==> config.mk <==
export PLATFORM = sky130hd
export DESIGN_NAME = xbar_cfg_sequencer
export DESIGN_NICKNAME = d
export VERILOG_FILES = /design/src/rtl/xbar_cfg_sequencer.sv
export SDC_FILE = /design/constraint.sdc
export NUM_CORES = 1
export LEC_CHECK = 0
export ABC_AREA = 1
export CORE_MARGIN = 2
export CORE_UTILIZATION = 40
export DETAILED_ROUTE_END_ITERATION = 8
export MAX_ROUTING_LAYER = met4
export PLACE_DENSITY = 0.74
export SLEW_MARGIN = 25
export SYNTH_ARGS = -nofsm -noshare
export SYNTH_HDL_FRONTEND = slang
export SYNTH_SLANG_ARGS = --single-unit
==> constraint.sdc <==
create_clock -name clk -period 1.5 [get_ports clk]
set_input_delay 0.3 -clock clk [delete_from_list [all_inputs] [get_ports clk]]
set_output_delay 0.3 -clock clk [all_outputs]
set_load 0.03 [all_outputs]
==> src/rtl/xbar_cfg_sequencer.sv <==
// rtl/xbar_cfg_sequencer.sv - round-robin crossbar reconfiguration sequencer
// Grants one config request, drains in-flight traffic, then hands the new control word to both crossbars.
module xbar_cfg_sequencer #(
  parameter int CONTROL_BIT_WIDTH = 2,
  parameter int CNT_WIDTH         = 4
) (
  input  logic                         clk,
  input  logic                         reset,
  input  logic                         req0_val,
  input  logic [CONTROL_BIT_WIDTH-1:0] req0_msg,
  output logic                         req0_rdy,
  input  logic                         req1_val,
  input  logic [CONTROL_BIT_WIDTH-1:0] req1_msg,
  output logic                         req1_rdy,
  input  logic                         in_fire,
  input  logic                         out_fire,
  output logic [CONTROL_BIT_WIDTH-1:0] xbar_ctrl_msg,
  output logic                         xbar_ctrl_val_in,
  input  logic                         xbar_ctrl_rdy_in,
  output logic                         xbar_ctrl_val_out,
  input  logic                         xbar_ctrl_rdy_out,
  output logic                         hold,
  output logic [CONTROL_BIT_WIDTH-1:0] cur_cfg,
  output logic [CNT_WIDTH-1:0]         inflight,
  output logic                         err
);

  typedef enum logic [1:0] {IDLE, DRAIN, CONFIG} state_t;

  localparam logic [CNT_WIDTH-1:0] CNT_MAX = '1;

  state_t                         state, state_nxt;
  logic                           rr_ptr;
  logic                           served;
  logic [CONTROL_BIT_WIDTH-1:0]   cfg_reg;
  logic                           gnt0, gnt1;
  logic                           cfg_done;

  always_comb begin
    state_nxt = state;
    gnt0      = 1'b0;
    gnt1      = 1'b0;
    cfg_done  = 1'b0;
    case (state)
      IDLE: begin
        // rr_ptr picks the winner only on contention; a lone requester always wins
        gnt0 = req0_val & (~req1_val | ~rr_ptr);
        gnt1 = req1_val & (~req0_val | rr_ptr);
        if (gnt0 | gnt1) state_nxt = DRAIN;
      end
      DRAIN: begin
        if (inflight == '0) state_nxt = CONFIG;
      end
      CONFIG: begin
        cfg_done = (~xbar_ctrl_val_in | xbar_ctrl_rdy_in) & (~xbar_ctrl_val_out | xbar_ctrl_rdy_out);
        if (cfg_done) state_nxt = IDLE;
      end
      default: state_nxt = IDLE;
    endcase
  end

  // rdy is gated by reset so nothing is accepted while reset is held
  assign req0_rdy      = gnt0 & reset;
  assign req1_rdy      = gnt1 & reset;
  assign hold          = (state != IDLE);
  assign xbar_ctrl_msg = (state == CONFIG) ? cfg_reg : cur_cfg;

  always_ff @(posedge clk or negedge reset) begin
    if (!reset) begin
      state             <= IDLE;
      rr_ptr            <= 1'b0;
      served            <= 1'b0;
      cfg_reg           <= '0;
      cur_cfg           <= '0;
      xbar_ctrl_val_in  <= 1'b0;
      xbar_ctrl_val_out <= 1'b0;
    end else begin
      state <= state_nxt;
      if (gnt0) begin
        cfg_reg <= req0_msg;
        served  <= 1'b0;
      end else if (gnt1) begin
        cfg_reg <= req1_msg;
        served  <= 1'b1;
      end
      if (state == DRAIN && state_nxt == CONFIG) begin
        xbar_ctrl_val_in  <= 1'b1;
        xbar_ctrl_val_out <= 1'b1;
      end else begin
        if (xbar_ctrl_val_in && xbar_ctrl_rdy_in)   xbar_ctrl_val_in  <= 1'b0;
        if (xbar_ctrl_val_out && xbar_ctrl_rdy_out) xbar_ctrl_val_out <= 1'b0;
      end
      if (cfg_done) begin
        cur_cfg <= cfg_reg;
        rr_ptr  <= ~served;
      end
    end
  end

  // Saturating in-flight counter; err is sticky until reset
  always_ff @(posedge clk or negedge reset) begin
    if (!reset) begin
      inflight <= '0;
      err      <= 1'b0;
    end else if (in_fire && !out_fire) begin
      if (inflight == CNT_MAX) err <= 1'b1;
      else                     inflight <= inflight + 1'b1;
    end else if (out_fire && !in_fire) begin
      if (inflight == '0) err <= 1'b1;
      else                inflight <= inflight - 1'b1;
    end
  end

endmodule

==> out/metrics.cfg <==
[status]
status=finished, violations left
failed_checks=setup timing

[synth]
synthAdderAreaFrac_pct=7.73
ys_ff_latch=15
ys_seq_area_share_pct=41.4
syn_area_um2=906
synthSimpleGateAreaFrac_pct=32.6
synth_cell_type_count=18
synth_top_family_by_area=simple AND/OR/NAND/NOR gates
avgSynthCellArea_um2=8.02
muxShareOfSynthArea_pct=0
synth_xor_area_share_pct=2.90
syn_nets=130
synth_compound_area_share_pct=7.46
yosysWarnings=0
synthCells=113

[finish]
final_util_pct=67.2
fin_area_um2=1460
syn2layout_area_growth_pct=60.9
mostFrequentLayoutCells=31 x nand2_1, 19 x buf_4, 16 x inv_1
nets=181
largest_reg_flops=4
fin_cells=191
largest_register=inflight
mostFrequentLayoutCell=nand2_1
antenna_cells=0
drive_gt1_share_pct=32.5

[die]
die_w_um=51.6
die_h_um=51.6
core-area_um2=2170
initial_core_util_pct=41.8
dieArea_um2=2660
num_rows=17
boundaryPins=26

[route]
drcViolationCount=0
drtPass1Iterations=4
drt-initial-drc-count=14
routed_wl_um=2160
routedWlPerCell_um=11.3
postRouteAntennaNets=0
num_vias=927
vias_per_cell=4.85

[placed_design]
place_hpwl_um=1590
place_area_um2=1290
post-place-ws_ns=-0.390
globalplace.congestion=0.796
portBuffers=25
placed_cells=180

[power_and_ir_drop]
leakage_nw=0.745
max-vdd-ir-drop_mv=1.40
powerDensity_nw_per_um2=1940

[sta]
slew_violations=0
rsz0062_at_grt=true
worst_slack_ns=-0.116
finalHoldViolCount=0
setup_violations=4
period_share_pct=108
min_period_ns=1.62
setup_tns_ns=-0.406
slew_headroom_pct=79.7
finalClockSkew_ns=0.00363
tightestPinTransition_ns=0.305
max_freq_ghz=0.619

[critical_path]
end_kind=primary output
path_buf_inv=2
slowest_stage=dfrtp_1
cp-start-kind=register
cp_max_fo=4
slowest_delay_ns=0.43
crit_family=flip-flops
arrival_ns=1.32
crit_path_cell_trace=nor2_4, buf_6, nand3_4, nor2_4, buf_6
critical_path_class=register to primary output
crit_required_ns=1.20

[grt]
antenna_found_initial=0
grt_first_pass_wirelength_um=3580
grt_max_degree=16
track_usage_pct=18.1
overflow=0
grt_pass1_vias=895

[cts]
path_clk_slew_ns=0.10
numCtsBuffers=3
cts_sinks=15
cts_buffer_depth=2
clock_latency_ns=0.28
h-tree-depth=1
cts_tree=done
cts-root-buf=clkbuf_4

[job]
drv_cap=0

[worst_hold_path]
hp-class=input port to asynchronous set/reset pin

==> cell usage after synthesis <==
library cell | count | area (um2)
inv_1 | 16 | 60.1
o21ai_1 | 8 | 40.0
fa_1 | 1 | 20.0
o21bai_2 | 1 | 11.3
nand2_2 | 2 | 12.5
xnor2_1 | 1 | 8.76
nand4_1 | 3 | 18.8
nor2_1 | 7 | 26.3
ha_1 | 4 | 50.1
nand3_2 | 3 | 30.0
nand3_1 | 11 | 55.1
nand2_1 | 33 | 124
dfrtp_1 | 15 | 375
nor2_4 | 1 | 11.3
xor2_1 | 2 | 17.5
inv_2 | 3 | 11.3
o21ai_4 | 1 | 16.3
nand3_4 | 1 | 17.5
==> final cells by class <==
cell class                 instances  area, um2
inverter                          19       76.3
multi-input combinational         79        542
clock inverter                     1       5.00
timing repair buffer              46        402
fill                             197        712
clock buffer                       3       22.5
sequential                        15        375
tap                               28       35.0
==> worst reg2reg max path, delay by kind of cell, from the launching register on <==
family	cells	cell delay (ns)
simple gates	4	0.42
buf+inv	3	0.41
compound gates	1	0.08
flops	1	0.43
==> routing by layer <==
layer | part of all wire [%] | vias up | track usage [%]
li1 | - | 459 | -
met1 | 38 | 435 | 18.9
met2 | 56 | 31 | 34.8
met3 | 5.5 | 2 | 4.31
met4 | 0.69 | 0 | 2.63
met5 | 0 | - | -
==> stage by stage <==
stage               hold slack, ns  total power [W]
floorplan                  0.00441          0.00170
global placement             0.441          0.00232
detailed placement           0.462          0.00238
CTS                          0.382          0.00270
global route                 0.386          0.00303
finish                       0.382          0.00282
==> where the power goes <==
part,switching [W],leakage [nW],internal [W]
Combinational,0.00110,0.543,0.000792
Sequential,0.000115,0.185,0.000583
Clock,0.000137,0.0177,0.0000990
Total,0.00135,0.745,0.00147
==> final timing paths <==
check	start	to	slack [ns]	depth (start not counted)
max	state[1]	req1_rdy	-0.12	5
min	reset	err	0.38	2
max reg2reg	state[1]	cfg_reg[1]	0.10	8
min reg2reg	served	rr_ptr	0.48	1
max in group asynchronous	reset	xbar_ctrl_val_out	0.94	2
min in group clk	served	rr_ptr	0.48	1
==> repair_timing <==
item / 4_1_cts / 5_1_grt
hold buffers: 0 / 0
pin swaps: 7 / 4
resized for setup: 25 / 14
endpoints found under the setup margin: 16 / 5
buffers inserted: 3 / 4
==> kinds of logic (layout without fill, tap and decap cells) <==
group,after synthesis,count (layout)
AND/OR/NAND/NOR,61,61
flip-flops,15,15
buffers and inverters,19,69
AO/OA/AOI/OAI,10,10
XOR/XNOR,3,3
adder cells (fa/ha/maj),5,5
Power figures use the tool's default switching activity.
